File: src/rtl/apu_reg_loader.sv
// apu_reg_loader
// Turns a two-byte serial framing protocol into APU register writes.
//   Header byte: bit7=1, bit6=data[7], bit5=0, bits4:0=register offset.
//   Data byte  : bit7=0, bits6:0=data[6:0].
// Completed frames are queued in a small FIFO and presented on a
// valid/ready write port toward the APU register file.
//
// Ports
//   clk        in   system clock (single clock domain)
//   rst        in   asynchronous active-high reset
//   rx_data    in   [7:0] received byte, qualified by rx_valid
//   rx_valid   in   one-cycle strobe per received byte
//   wr_ready   in   register file accepts the head write this cycle
//   wr_valid   out  FIFO non-empty, head write presented
//   wr_addr    out  [4:0] register offset 0x00-0x17
//   wr_data    out  [7:0] register data
//   link       out  activity indicator, held LINK_HOLD cycles per frame
//   frame_err  out  sticky framing/protocol error
//   overflow   out  sticky FIFO overflow
//   clr_err    in   synchronous clear of both sticky flags
module apu_reg_loader #(
  parameter int TIMEOUT   = 12_000,
  parameter int LINK_HOLD = 1_200_000,
  parameter int DEPTH     = 4
) (
  input  logic       clk,
  input  logic       rst,
  input  logic [7:0] rx_data,
  input  logic       rx_valid,
  input  logic       wr_ready,
  output logic       wr_valid,
  output logic [4:0] wr_addr,
  output logic [7:0] wr_data,
  output logic       link,
  output logic       frame_err,
  output logic       overflow,
  input  logic       clr_err
);

  localparam int AW = (DEPTH > 1) ? $clog2(DEPTH) : 1;
  localparam int CW = $clog2(DEPTH + 1);
  localparam int TW = $clog2(TIMEOUT + 1);
  localparam int LW = $clog2(LINK_HOLD + 1);

  localparam logic [CW-1:0] DEPTH_C   = CW'(DEPTH);
  localparam logic [TW-1:0] TMO_LAST  = TW'(TIMEOUT - 1);
  localparam logic [LW-1:0] LINK_LOAD = LW'(LINK_HOLD);

  typedef enum logic {IDLE, WAIT_DATA} state_t;

  function automatic logic hdr_ok(input logic [7:0] b);
    return (b[5] == 1'b0) && (b[4:0] <= 5'h17);
  endfunction

  state_t        state;
  logic [4:0]    addr_q;
  logic          d7_q;
  logic [TW-1:0] tmo_cnt;
  logic [LW-1:0] link_cnt;

  logic [12:0]   mem [DEPTH];
  logic [AW-1:0] wptr, rptr;
  logic [CW-1:0] count;

  logic push_req, err_evt;
  logic full, pop, do_push, ovf_evt;
  logic [12:0] push_word;

  // Parser decode: which byte events complete a frame or signal an error.
  always_comb begin
    push_req = 1'b0;
    err_evt  = 1'b0;
    if (rx_valid) begin
      if (rx_data[7]) begin
        // A header while waiting abandons the pending frame.
        if (state == WAIT_DATA || !hdr_ok(rx_data)) err_evt = 1'b1;
      end else begin
        if (state == WAIT_DATA) push_req = 1'b1;
        else                    err_evt  = 1'b1;
      end
    end else if (state == WAIT_DATA && tmo_cnt == TMO_LAST) begin
      err_evt = 1'b1;
    end
  end

  assign full      = (count == DEPTH_C);
  assign wr_valid  = (count != '0);
  assign pop       = wr_valid & wr_ready;
  // A full FIFO still accepts a push when the head leaves in the same cycle.
  assign do_push   = push_req & (~full | pop);
  assign ovf_evt   = push_req & full & ~pop;
  assign push_word = {addr_q, d7_q, rx_data[6:0]};

  // Head is gated so the port reads zero while empty and after reset.
  assign wr_addr = wr_valid ? mem[rptr][12:8] : 5'd0;
  assign wr_data = wr_valid ? mem[rptr][7:0]  : 8'd0;

  // Parser state and timeout counter
  always_ff @(posedge clk or posedge rst) begin
    if (rst) begin
      state   <= IDLE;
      addr_q  <= 5'd0;
      d7_q    <= 1'b0;
      tmo_cnt <= '0;
    end else if (rx_valid) begin
      if (rx_data[7]) begin
        if (hdr_ok(rx_data)) begin
          addr_q  <= rx_data[4:0];
          d7_q    <= rx_data[6];
          tmo_cnt <= '0;
          state   <= WAIT_DATA;
        end else begin
          state <= IDLE;
        end
      end else begin
        state <= IDLE;
      end
    end else if (state == WAIT_DATA) begin
      if (tmo_cnt == TMO_LAST) begin
        state   <= IDLE;
        tmo_cnt <= '0;
      end else begin
        tmo_cnt <= tmo_cnt + 1'b1;
      end
    end
  end

  // FIFO storage (data path, not reset)
  always_ff @(posedge clk) begin
    if (do_push) mem[wptr] <= push_word;
  end

  // FIFO pointers and occupancy
  always_ff @(posedge clk or posedge rst) begin
    if (rst) begin
      wptr  <= '0;
      rptr  <= '0;
      count <= '0;
    end else begin
      if (do_push) wptr <= wptr + 1'b1;
      if (pop)     rptr <= rptr + 1'b1;
      case ({do_push, pop})
        2'b10:   count <= count + 1'b1;
        2'b01:   count <= count - 1'b1;
        default: count <= count;
      endcase
    end
  end

  // Sticky flags and link indicator
  always_ff @(posedge clk or posedge rst) begin
    if (rst) begin
      frame_err <= 1'b0;
      overflow  <= 1'b0;
      link      <= 1'b0;
      link_cnt  <= '0;
    end else begin
      if (err_evt)      frame_err <= 1'b1;
      else if (clr_err) frame_err <= 1'b0;
      if (ovf_evt)      overflow  <= 1'b1;
      else if (clr_err) overflow  <= 1'b0;
      // Every completed frame refreshes the LED, even one lost to overflow.
      if (push_req) begin
        link_cnt <= LINK_LOAD;
        link     <= 1'b1;
      end else if (link_cnt != '0) begin
        link_cnt <= link_cnt - 1'b1;
        link     <= (link_cnt > LW'(1));
      end
    end
  end

endmodule

File: config.mk
export PLATFORM = sky130hd
export DESIGN_NAME = apu_reg_loader
export DESIGN_NICKNAME = d
export VERILOG_FILES = /design/src/rtl/apu_reg_loader.sv
export SDC_FILE = /design/constraint.sdc
export NUM_CORES = 1
export LEC_CHECK = 0
export BUFFER_PORTS_ARGS = -buffer_cell sky130_fd_sc_hd__buf_2
export CORE_MARGIN = 5
export CORE_UTILIZATION = 57
export CTS_BUF_LIST = sky130_fd_sc_hd__clkbuf_8
export DETAILED_ROUTE_END_ITERATION = 10
export PLACE_DENSITY = 0.78
export SYNTH_ARGS = -nofsm -noshare
export SYNTH_HDL_FRONTEND = slang
export SYNTH_SLANG_ARGS = --single-unit
export TNS_END_PERCENT = 100
File: constraint.sdc
create_clock -name clk -period 1.9 [get_ports clk]
set_input_delay 0.285 -clock clk [delete_from_list [all_inputs] [get_ports clk]]
set_output_delay 0.285 -clock clk [all_outputs]
set_load 0.01 [all_outputs]
==> flow_summary.yaml, run 1 <==
outcome:
  status: "complete, but fails checks"
  violations: "setup timing"
worst_setup_path:
  r2r_end: "count[1]$_DFFE_PP0P_"
  rr_worst_depth: 7
  crit_fanout: 5
  start_kind: "register"
  path_class: "reg -> out"
  crit_arrival_ns: 1.75
  cp-end-kind: "output port"
  reg2reg_from: "count[1]$_DFFE_PP0P_"
  r2r_slack_ns: -0.01
  crit_required_ns: 1.62
logic_synthesis:
  yosys_warnings: 0
  syn_inst: 375
  synthesis.nets: 397
  ys_seq_elements: 104
  synth-seq-area-share: 0.582
  async_reset_ff_frac: 0.500
  ys.flop_type: "edfxtp_1"
  avgSynthCellArea_um2: 13.1
  synth.lib_cells_used.distinct: 64
  synth_edf_count: 52
  synth.cell_area_mm2: 0.00492
finish:
  num_antenna_cells: 0
  fin_cells: 545
  fin_util: 0.697
  syn2layout_area_growth_pct: 17.6
  drive_gt1_frac: 0.327
  final_nets: 457
  fillers: 563
sta:
  slew_headroom: 0.703
  hold_violations: 0
  setup_tns_ns: -1.41
  clock.fmax_mhz: 491
  rsz0062_at_grt: "true"
  tightest_slew_ns: 0.439
  fin_ws_ns: -0.136
  min_period_ns: 2.04
  min_period_over_period: 1.07
  setup_viol: 14
  fin_skew_ns: 0.0100
  finalMaxSlewViolations: 0
drt:
  wl_per_cell_um: 17.0
  via_per_inst: 5.80
  finalWirelength_um: 9280
  dr.pass1.iters: 4
  detail_route.iter0.violations: 117
  antenna_left: 0
  drcViolationCount: 0
  dr_total_vias: 3160
grt:
  grt-busiest-layer: "met2"
  grt_pass1_vias: 3191
  antenna_found_initial: 0
  grt_use_met1: 0.252
  grt_use_met3: 0.0298
  grtUsageMet2: 0.306
  grt_overflow_total: 0
  grt_max_degree: 53
  grtUsageTotal: 0.186
  grt_pass1_wl_um: 15200
cts:
  cts_tree: "built"
  numCtsBuffers: 9
  cts_sinks: 104
  insertion_delay_ns: 0.36
  h-tree-depth: 3
  cts_buffer_depth: 2
  cts.clk_slew.worst_paths_ns: 0.10
  cts_root_buf: "clkbuf_8"
pwr:
  pwr_density_cell_mw_per_mm2: 1170
  peakVddDrop_mv: 0.660
  leakagePower_nw: 2.32
die:
  dieArea_mm2: 0.0106
  rows: 33
  initial_core_util: 0.593
  die_y_um: 103
  core_mm2: 0.00830
  die_x_um: 103
  io_pins: 30
min_path:
  min_from: "rx_data[5]"
  whs_path_depth: 1
  hold_end: "mem[2][5]$_DFFE_PP_"
  hold_class: "in -> reg"
placement:
  dp.cells: 522
  dp_hpwl_um: 6160
  io_buffers: 29
  finalWeightedCongestion: 0.809
job:
  maxCapViolations: 0
## how the worst max path moves through the flow
stage | start | endpoint | slack, ns | cells after the start
2_1_floorplan | count[1]$_DFFE_PP0P_ | count[1]$_DFFE_PP0P_ | -0.007 | 7
3_3_place_gp | count[1]$_DFFE_PP0P_ | count[1]$_DFFE_PP0P_ | 0.02 | 7
3_5_place_dp | count[1]$_DFFE_PP0P_ | count[1]$_DFFE_PP0P_ | -0.03 | 7
4_1_cts | rptr[0]$_DFFE_PP0P_ | wr_data[5] | -0.15 | 4
5_1_grt | rptr[0]$_DFFE_PP0P_ | wr_data[7] | -0.18 | 4
6_report | rptr[0]$_DFFE_PP0P_ | wr_data[7] | -0.14 | 4
## registers in the layout, summed over array words and instances (netlist names)
register and count:
count 3, d7_q 1, addr_q 5, state 1, rptr 2, overflow 1, frame_err 1, mem 52
link 1, wptr 2, link_cnt 21, tmo_cnt 14
## Yosys cell counts, types with 8 or more instances
cell type	instances	area, µm²
a21oi_1	9	45.0
and2_1	20	125
dfrtp_1	52	1300
edfxtp_1	52	1560
ha_1	8	100
inv_1	12	45.0
mux4_2	13	293
nand2_1	26	97.6
nand3_1	11	55.1
nor2_1	32	120
o21ai_0	8	40.0
xnor2_1	8	70.1
xor2_1	18	158
## per-layer routing
layer / wire length, µm / vias to the layer above
met3: 347 / 12
met1: 4060 / 1569
li1: - / 1507
met4: 158 / 0
met2: 4710 / 72
met5: 0 / -
## where the power goes
group          switching, mW  internal (mW)  total [mW]
clock                  0.790          0.507        1.30
sequential             0.300           2.67        2.97
combinational           1.08           1.44        2.52
total                   2.17           4.62        6.79
## placed cells by master, fill, tap and decap left out, drive strengths merged, types with 2 or more instances in the layout
cell type	instances
o211ai	7
buf	59
and2	21
nand2	26
a211oi	2
a31oi	3
dfrtp	52
o311ai	2
or3	7
nor4	6
xor2	18
mux2	7
mux4	13
edfxtp	52
nand4	5
clkbuf	10
ha	8
nor3	9
nor2	34
o41ai	2
xnor2	8
and3	2
inv	16
a21oi	9
or4	2
clkinv	3
nand3	12
o21ai	15
nand4b	4
o31ai	4
## critical path: stages (launching register included)
cell and delay, ns:
dfrtp_2 0.45, clkbuf_16 0.18, mux4_2 0.50, and2_4 0.16, buf_6 0.11
## through the flow
stage	setup WS [ns]	hold WS (ns)	instance area (µm²)	power [mW]
2_1_floorplan	-0.00680	0.384	4930	4.31
3_3_place_gp	0.0159	0.354	5360	4.98
3_5_place_dp	-0.0322	0.361	5360	5.05
4_1_cts	-0.152	0.133	5620	6.52
5_1_grt	-0.185	0.139	5780	7.20
6_report	-0.136	0.146	5780	6.79
## repair_timing
item	CTS	global route
buffers inserted	1	3
cloned	0	2
endpoints found under the hold margin	52	0
resized for setup	15	21
hold buffers	1	0
endpoints found under the setup margin	38	40
pin swaps	2	12
## area by class of cell
| class | instances | area (µm²) | share of cell area |
|---|---|---|---|
| sequential | 104 | 2860 | 0.495 |
| timing repair buffer | 61 | 522 | 0.0902 |
| tap | 105 | 131 | 0.0227 |
| multi-input combinational | 247 | 2030 | 0.352 |
| clock buffer | 9 | 124 | 0.0214 |
| inverter | 12 | 45.0 | 0.00779 |
| clock inverter | 7 | 62.6 | 0.0108 |
## kinds of logic after synthesis
group                      Yosys count  synth area share
adders and majority gates            9            0.0244
DFF                                104             0.582
and+or+nand+nor                    138             0.163
AOI/OAI and AO/OA                   53            0.0837
xor gates and xnor gates            26            0.0463
buffers and inverters               25            0.0247
muxes                               20            0.0756
Power figures use the tool's default switching activity.
==> inputs of run 2 (changes only) <==
- CAP_MARGIN: default -> 20
- RECOVER_POWER: default -> 100
==> flow_summary.yaml, run 2 (synthesized netlist as in run 1, its figures left out) <==
cts:
  cts_buffer_depth: 2
  cts_tree: "built"
  h-tree-depth: 3
  cts_sinks: 104
  cts_root_buf: "clkbuf_8"
  cts.clk_slew.worst_paths_ns: 0.10
  numCtsBuffers: 9
  insertion_delay_ns: 0.36
drt:
  antenna_left: 0
  finalWirelength_um: 9290
  dr.pass1.iters: 4
  detail_route.iter0.violations: 123
  drcViolationCount: 0
  wl_per_cell_um: 17.0
  dr_total_vias: 3168
  via_per_inst: 5.81
finish:
  final_cell_mix: "edfxtp_1, dfrtp_1, nor2_1"
  drive_gt1_frac: 0.289
  largest_register: "mem"
  num_antenna_cells: 0
  fin_util: 0.690
  largest_reg_flops: 52
  final_area_mm2: 0.00572
  final_common_cell: "edfxtp_1"
  final_nets: 457
  reg.largest.list: "mem: 52 flops, link_cnt: 21 flops, tmo_cnt: 14 flops"
  fin_cells: 545
  syn2layout_area_growth_pct: 16.4
pwr:
  pwr_density_cell_mw_per_mm2: 1180
  power_mw: 6.75
  leakagePower_nw: 2.27
  peakVddDrop_mv: 0.661
worst_setup_path:
  crit_arrival_ns: 1.75
  crit_required_ns: 1.62
  path_class: "reg -> out"
  start_kind: "register"
  crit_fanout: 5
  cp-end-kind: "output port"
grt:
  antenna_found_initial: 0
  grt_pass1_wl_um: 15200
  grtUsageTotal: 0.186
  grt_overflow_total: 0
  grt_pass1_vias: 3191
  grt_max_degree: 53
die:
  core_mm2: 0.00830
  initial_core_util: 0.593
  rows: 33
  die_x_um: 103
  io_pins: 30
  die_y_um: 103
  dieArea_mm2: 0.0106
placement:
  dp_hpwl_um: 6160
  finalWeightedCongestion: 0.809
  io_buffers: 29
  dpl-instance-area_mm2: 0.00536
  dp.cells: 522
  pre_cts_slack_ns: -0.0322
sta:
  min_period_over_period: 1.07
  setup_viol: 14
  fin_ws_ns: -0.139
  setup_tns_ns: -1.53
  min_period_ns: 2.04
  hold_violations: 0
  fin_skew_ns: 0.00799
  rsz0062_at_grt: "true"
  tightest_slew_ns: 1.16
  slew_headroom: 0.227
  whs_ns: 0.213
  clock.fmax_mhz: 490
  finalMaxSlewViolations: 0
min_path:
  hold_class: "in -> reg"
outcome:
  violations: "setup timing"
  status: "complete, but fails checks"
job:
  maxCapViolations: 0
run 2: path summary, 6_finish.rpt:
path                                          from  depth (start not counted)                      end  slack (ns)
max reg2reg                   count[1]$_DFFE_PP0P_                          7     count[1]$_DFFE_PP0P_       -0.05
max in group asynchronous                      rst                          4      rptr[0]$_DFFE_PP0P_        0.27
max                            rptr[0]$_DFFE_PP0P_                          4               wr_data[7]       -0.14
min reg2reg                tmo_cnt[13]$_DFFE_PP0P_                          1  tmo_cnt[13]$_DFFE_PP0P_        0.49
min in group asynchronous                      rst                          4  link_cnt[6]$_DFFE_PP0P_        0.85
min                                     rx_data[5]                          1      mem[2][5]$_DFFE_PP_        0.21
run 2: what timing repair did:
action                                  CTS  global route
hold endpoints to repair                 52             0
buffers inserted                          1             3
gates cloned                              0             2
pin swaps                                 2            12
gates resized for setup                  15            21
hold buffers                              1             0
endpoints found under the setup margin   38            40
run 2: power by group:
group	switching [mW]	total (mW)	internal, mW	leakage, nW
sequential	0.297	2.97	2.67	1.10
combinational	1.08	2.48	1.41	1.08
clock	0.793	1.30	0.507	0.0980
total	2.17	6.75	4.59	2.27
run 2: routing by layer:
metal / routed length [µm] / share of wire / GRT usage / vias to the layer above
li1: - / - / - / 1505
met2: 4730 / 0.51 / 0.306 / 69
met1: 4030 / 0.43 / 0.252 / 1584
met5: 0 / 0 / 0 / -
met3: 380 / 0.041 / 0.0298 / 10
met4: 144 / 0.016 / 0.0657 / 0
run 2: critical path, cell delays in order (launching register included):
cell and delay (ns):
dfrtp_2 0.45, clkbuf_16 0.18, mux4_2 0.50, and2_4 0.16, buf_6 0.11
run 2: cell type report:
type | instances | area [µm²]
Sequential cell | 104 | 2860
Clock buffer | 9 | 124
Tap cell | 105 | 131
Fill cell | 581 | 2580
Clock inverter | 7 | 62.6
Inverter | 12 | 45.0
Timing Repair Buffer | 61 | 482
Multi-Input combinational cell | 247 | 2010
